`src/rtl/fifo_stream_pkg.sv`:
```
// fifo_stream_pkg: shared defaults, buffer entry type and saturating increment
// for the FIFO read-side stream adapter.
package fifo_stream_pkg;
    localparam int DEF_DWIDTH  = 12;
    localparam int DEF_PKT_LEN = 16;

    typedef struct packed {
        logic [DEF_DWIDTH-1:0] data;
        logic                  last;
    } buf_entry_t;

    // Widened to 64 bits so one helper serves any counter width up to 64.
    function automatic logic [63:0] sat_inc(input logic [63:0] v, input logic [63:0] max);
        return (v == max) ? v : v + 64'd1;
    endfunction
endpackage

```
`src/rtl/fifo_rd_skid2.sv`:
```
// fifo_rd_skid2: 2-entry in-order buffer; head is a flop so the stream output
// is registered, tail only fills when a push arrives without a matching pop.
module fifo_rd_skid2
    import fifo_stream_pkg::*;
#(
    parameter type T = buf_entry_t
) (
    input  logic       clock,
    input  logic       sclr,
    input  logic       push,
    input  logic       pop,
    input  T           din,
    output T           head,
    output logic [1:0] occ
);
    T tail;

    always_ff @(posedge clock) begin
        if (sclr) begin
            occ  <= 2'd0;
            head <= '0;
            tail <= '0;
        end else begin
            occ <= occ + 2'(push) - 2'(pop);
            // push is never asserted at occ=2, so tail is only read on a pop from full
            if (push && (occ == 2'd0 || (occ == 2'd1 && pop)))
                head <= din;
            else if (pop && occ == 2'd2)
                head <= tail;
            if (push && occ == 2'd1 && !pop)
                tail <= din;
        end
    end
endmodule

```
`src/rtl/fifo_rd_stream_adapter.sv`:
```
// fifo_rd_stream_adapter: turns a show-ahead FIFO read port into a registered
// valid/ready stream with fixed-length packet framing and saturating statistics.
module fifo_rd_stream_adapter
    import fifo_stream_pkg::*;
#(
    parameter int DWIDTH  = DEF_DWIDTH,
    parameter int PKT_LEN = DEF_PKT_LEN,
    parameter int CNT_W   = 32
) (
    input  logic              clock,
    input  logic              sclr,
    input  logic              en,
    input  logic [DWIDTH-1:0] fifo_q,
    input  logic              fifo_rdempty,
    output logic              fifo_rdreq,
    output logic [DWIDTH-1:0] m_data,
    output logic              m_valid,
    input  logic              m_ready,
    output logic              m_last,
    output logic [CNT_W-1:0]  beat_cnt,
    output logic [CNT_W-1:0]  pkt_cnt
);
    localparam int              IW       = (PKT_LEN > 1) ? $clog2(PKT_LEN) : 1;
    localparam logic [IW-1:0]   LAST_IDX = IW'(PKT_LEN - 1);
    localparam logic [CNT_W-1:0] CNT_MAX = '1;

    typedef struct packed {
        logic [DWIDTH-1:0] data;
        logic              last;
    } entry_t;

    logic [1:0]    occ;
    logic [IW-1:0] wr_idx;
    logic          pop;
    entry_t        din;
    entry_t        head;

    // Request depends only on registered occupancy: no m_ready -> fifo_rdreq path.
    assign fifo_rdreq = en & ~fifo_rdempty & (occ != 2'd2) & ~sclr;
    assign m_valid    = (occ != 2'd0);
    assign pop        = m_valid & m_ready;
    assign din        = '{data: fifo_q, last: (wr_idx == LAST_IDX)};
    assign m_data     = head.data;
    assign m_last     = head.last;

    fifo_rd_skid2 #(.T(entry_t)) u_buf (
        .clock (clock),
        .sclr  (sclr),
        .push  (fifo_rdreq),
        .pop   (pop),
        .din   (din),
        .head  (head),
        .occ   (occ)
    );

    always_ff @(posedge clock) begin
        if (sclr) begin
            wr_idx   <= '0;
            beat_cnt <= '0;
            pkt_cnt  <= '0;
        end else begin
            if (fifo_rdreq)
                wr_idx <= (wr_idx == LAST_IDX) ? '0 : wr_idx + IW'(1);
            if (pop)
                beat_cnt <= CNT_W'(sat_inc(64'(beat_cnt), 64'(CNT_MAX)));
            if (pop && m_last)
                pkt_cnt <= CNT_W'(sat_inc(64'(pkt_cnt), 64'(CNT_MAX)));
        end
    end
endmodule

```
`config.mk`:
```
export PLATFORM = sky130hd
export DESIGN_NAME = fifo_rd_stream_adapter
export DESIGN_NICKNAME = d
export VERILOG_FILES = /design/src/rtl/fifo_stream_pkg.sv /design/src/rtl/fifo_rd_skid2.sv /design/src/rtl/fifo_rd_stream_adapter.sv
export SDC_FILE = /design/constraint.sdc
export NUM_CORES = 1
export LEC_CHECK = 0
export BUFFER_PORTS_ARGS = -buffer_cell sky130_fd_sc_hd__buf_2
export CAP_MARGIN = 25
export CELL_PAD_IN_SITES_DETAIL_PLACEMENT = 0
export CELL_PAD_IN_SITES_GLOBAL_PLACEMENT = 1
export CORE_MARGIN = 5
export CORE_UTILIZATION = 40
export DETAILED_ROUTE_END_ITERATION = 8
export PLACE_DENSITY = 0.88
export SLEW_MARGIN = 10
export SYNTH_ARGS = -nofsm -noshare
export SYNTH_HDL_FRONTEND = slang
export SYNTH_SLANG_ARGS = --single-unit
```
`constraint.sdc`:
```
create_clock -name clock -period 3 [get_ports clock]
set_input_delay 0.6 -clock clock [delete_from_list [all_inputs] [get_ports clock]]
set_output_delay 0.6 -clock clock [all_outputs]
set_load 0.02 [all_outputs]
```
* Word-level counts from Yosys, hierarchy flattened
Cells that the tools add are included.
Cells by class: mux-type cells 3, multiply operators 0, divide/modulo/power cells 0, shift operators 0, bitwise operators 8, $lt $le $gt $ge 0, eq/ne operators 6, reduce and logical (&&, ||, !) cells 13, add/subtract/negate cells 5
Operator list (count):
- $add 32x1->32 const B | 2
- $eq 32x32->1 const B | 2
- $mux 13 | 2
- $logic_and 1x1->1 | 6
- $add 4x1->4 const B | 1
- $and 1x1->1 | 4
- $eq 4x4->1 const B | 1
- $mux 4 | 1
- $not 1->1 | 4
- $reduce_and 2->1 | 2
- $reduce_bool 2->1 | 2
- $add 2x1->2 | 1
- $eq 2x1->1 const B | 1
- $eq 2x2->1 const B | 1
- $logic_not 2->1 | 1
- $ne 2x2->1 const B | 1
- $sub 2x1->2 | 1
- $logic_not 1->1 | 1
- $logic_or 1x1->1 | 1
Word-level totals: RAM bits 0, latch bits 0, output and inout port bits 79, memory bits (read-only) 0, word-level logic and storage cells 43, bits in registers 96, memories 0, input port bits 17

* Depth between registers and ports, before layout
depth after elaboration 6, gate-level depth with buffers 9, mapped depth without buffers 9

* Modules after synthesis
A second synthesis with hierarchy kept.
Unflattened totals: cells, all modules 539, area total of the unflattened synthesis 4629.4 um^2
Modules (own cells, without submodules):
- fifo_rd_stream_adapter | sequential area each 1361.3 um^2, area each 3490.8 um^2, instances 1, cells an instance 421
- fifo_rd_skid2 | sequential area each 560.5 um^2, area each 1138.6 um^2, instances 1, cells an instance 118

* Least setup slack after synthesis
Ideal clock, no wire load.
kind input port to flip-flop, start point input port m_ready, end point register pkt_cnt[31], cell stages on the path 7, arrival time 2.382 ns, buffers on the path 2, slack 0.548 ns, data required time 2.930 ns, library setup time 0.070 ns, path through buf_4 > o211ai_2 > or4_1 > buf_2 > a211o_1 > or4_1 > a21oi_1
On the way: longest elaborated chain between the ends 3
Ends and longest elaborated chain:
- start: declaration | line fifo_rd_stream_adapter.sv:18 | input logic m_ready,
- $and 1x1->1 | line fifo_rd_stream_adapter.sv:41 | assign pop = m_valid & m_ready;
- $logic_and 1x1->1 | line fifo_rd_stream_adapter.sv:66 | if (pop && m_last)
- $reduce_and 2->1 (no source line)
- end signal: assignment | line fifo_rd_stream_adapter.sv:67 | pkt_cnt <= CNT_W'(sat_inc(64'(pkt_cnt), 64'(CNT_MAX)));
- end: declaration | line fifo_rd_stream_adapter.sv:21 | output logic [CNT_W-1:0] pkt_cnt
Every way passes these cells. A chain may end at the register's enable or synchronous reset.

* Worst setup path after layout
start point register pkt_cnt[2], end point register pkt_cnt[31]
On the way: longest elaborated chain between the ends 3, elaborated cells between the ends (all ways) 4, those cells by class add/sub: 1; eq/ne: 1; bitwise: 1; reduce/logical: 1
Ends and longest elaborated chain:
- branches (longest 3 deep; another with $add 32x1->32)
Parallel ways; which one is timed is not known.

==> metrics.yaml <==
run_status:
  status: "finished clean"
setup_path:
  worstRegToRegCells: 5
  arrival_ns: 2.86
  critPathLaunchType: "register"
  critPathKind: "register to register"
  reg2reg_setup_slack_ns: 0.41
  r2r_start: "pkt_cnt[2]$_SDFFE_PP0P_"
  worstReg2RegEnd: "pkt_cnt[31]$_SDFFE_PP0P_"
  cp_max_fo: 14
  crit_path_end_kind: "register"
  critPathRequiredTime_ns: 3.27
yosys:
  synth_cell_types: 43
  synth_seq_cells: 96
  syn-num-nets: 569
  synth_top_cell_by_area: "dfxtp_1"
  ys_seq_area_share_pct: 42.0
  synth_area_per_cell_sq_um: 8.36
  ys_async_sr_fraction_pct: 0
  synth_flop_cell: "dfxtp_1"
  synth_area_leaders: "dfxtp_1, a21oi_1, nor2_1"
  yosys_warnings: 0
  synth_top_area_share_pct: 42.0
  syn_area_sq_um: 4570
  synth-edff-count: 0
  synthCells: 547
power:
  p_leak_nw: 2.15
  ir_drop_uv: 249
  p_per_area_nw_per_um2: 518
  total_power_mw: 2.85
final_layout:
  area_delta_synth_final_pct: 20.4
  num_antenna_cells: 0
  finish.net_count: 657
  drive_gt1_share_pct: 21.3
timing:
  maxSlewHeadroom_pct: 61.9
  fin_crit_sh_pct: 86.2
  fin_crit_ns: 2.59
  clock.fmax_ghz: 0.387
  grt_setup_unrepaired: "no"
  final_max_slew_viol_count: 0
  skew_ns: 0.00824
  setup_viol_count_final: 0
  hold_viol: 0
  worst_slew_pin_slew_ns: 0.563
  timing.setup.tns_ns: 0
drt:
  vias: 4420
  drt-initial-drc-count: 298
  dr.pass1.iters: 4
  ant_nets: 0
  finalWirelength_microns: 11600
  vias_per_cell: 5.64
  drcViolationCount: 0
  avgRoutedWirePerCell_microns: 14.8
global_route:
  grt_max_degree: 53
  grt_overflow: 0
  grt_usage_pct: 17.1
  grt_pass1_vias: 4003
  antenna_found_initial: 0
  grt_pass1_wl_microns: 19100
worst_hold_path:
  hold_end: "u_buf.head[0]$_SDFFE_PP0P_"
  hp-class: "register to register"
  min_path_cells: 2
  hold_start: "u_buf.tail[0]$_SDFFE_PP0P_"
cts:
  cts-root-buf: "clkbuf_16"
  clkLatencyLatePin_ns: 0.34
  h-tree-depth: 3
  path_clk_slew_ns: 0.07
  cts_sinks: 96
  clockBufferDepth: 2
  ctsHoldBuffers: 0
  numCtsBuffers: 9
  cts_setup_buffers: 0
  cts_tree: "built"
  cts_resized: 0
die:
  die-area_sq_um: 13700
  pin_count: 96
  core_sq_um: 11300
  num_rows: 39
  die_y_microns: 117
  die_x_microns: 117
  start_util_pct: 40.4
placement:
  portBuffers: 95
  gp_congestion: 0.826
  dp_hpwl_microns: 8300
flow_run:
  cap_violations: 0
==> cell usage after synthesis (all sizes together), types with 9 or more instances <==
cell type  count
or4           21
xor2          13
dfxtp         96
buf           10
nand2         45
a311oi        12
inv           17
o31ai         18
nand4         19
nor4          10
nor2          57
mux2i         14
nor2b          9
or3           23
a21oi         45
clkbuf        20
o21ai         28
nand3         30
==> metrics by stage <==
stage               setup WS [ns]  cells  utilization [%]  hold slack [ns]  area [sq um]
floorplan                   0.548    547                -            0.443          4570
global placement            0.373    767             45.8            0.459          5190
detailed placement          0.316    767             45.8            0.465          5190
CTS                         0.422    783             48.6            0.477          5510
global route                0.267    783             48.6            0.506          5510
finish                      0.413    783             48.6            0.478          5510
==> cells in the final DEF, fill, tap and decap left out, drive strengths merged, types with 10 or more instances in the layout <==
cell / Yosys / final
buf: 10 / 107
dfxtp: 96 / 96
nor2: 57 / 57
nand2: 45 / 45
a21oi: 45 / 45
nand3: 30 / 30
o21ai: 28 / 28
or3: 23 / 23
or4: 21 / 21
nand4: 19 / 19
o31ai: 18 / 18
inv: 17 / 18
mux2i: 14 / 14
xor2: 13 / 13
a311oi: 12 / 12
nor4: 10 / 10
==> cell families (layout without fill, tap and decap cells) <==
kind of cell | count (synthesis) | after routing | share of synthesized area [%]
buffers and inverters | 47 | 140 | 4.35
AOI/OAI and AO/OA | 121 | 121 | 16.5
muxes | 18 | 18 | 4.05
adders and majority gates | 5 | 5 | 1.37
and+or+nand+nor | 241 | 241 | 28.0
DFF | 96 | 96 | 42.0
xor gates and xnor gates | 19 | 19 | 3.64
==> critical path: stages, from the launching register on <==
cell and delay, ns:
dfxtp_1 0.44, nand4_1 0.26, or4_1 0.70, a211o_1 0.44, or4_1 0.52, a21oi_1 0.16
==> report_power, final <==
group	switching, mW	leakage, nW	total [mW]	internal, mW
combinational	0.177	1.22	0.274	0.0975
clock	0.507	0.152	1.24	0.730
sequential	0.0324	0.775	1.34	1.31
total	0.716	2.15	2.85	2.14
==> layer usage <==
metal	track usage, %	vias up	wire (microns)
li1	-	2202	-
met1	22.9	2100	5460
met2	27.4	103	5400
met3	3.19	15	583
met4	6.73	0	178
met5	0	-	0
==> registers in the layout, summed over array words and instances (netlist names) <==
register	count
beat_cnt	32
pkt_cnt	32
u_buf.head	13
u_buf.tail	13
wr_idx	4
u_buf.occ	2
==> how the worst max path moves through the flow <==
stage                                  from                  endpoint  cells past startpoint
finish              pkt_cnt[2]$_SDFFE_PP0P_  pkt_cnt[31]$_SDFFE_PP0P_                      5
global route        pkt_cnt[2]$_SDFFE_PP0P_  pkt_cnt[31]$_SDFFE_PP0P_                      5
CTS                 pkt_cnt[2]$_SDFFE_PP0P_  pkt_cnt[31]$_SDFFE_PP0P_                      5
detailed placement                  m_ready  pkt_cnt[31]$_SDFFE_PP0P_                      6
global placement                    m_ready  pkt_cnt[31]$_SDFFE_PP0P_                      6
floorplan                           m_ready  pkt_cnt[31]$_SDFFE_PP0P_                      7
==> final cells by class <==
| cell class | instances | area (sq um) |
|---|---|---|
| multi-input combinational | 404 | 2460 |
| clock inverter | 7 | 93.8 |
| sequential | 96 | 1920 |
| timing repair buffer | 107 | 566 |
| inverter | 17 | 63.8 |
| fill | 1139 | 5820 |
| clock buffer | 9 | 225 |
| tap | 143 | 179 |
Note: power is estimated with default switching activity, not from simulation.
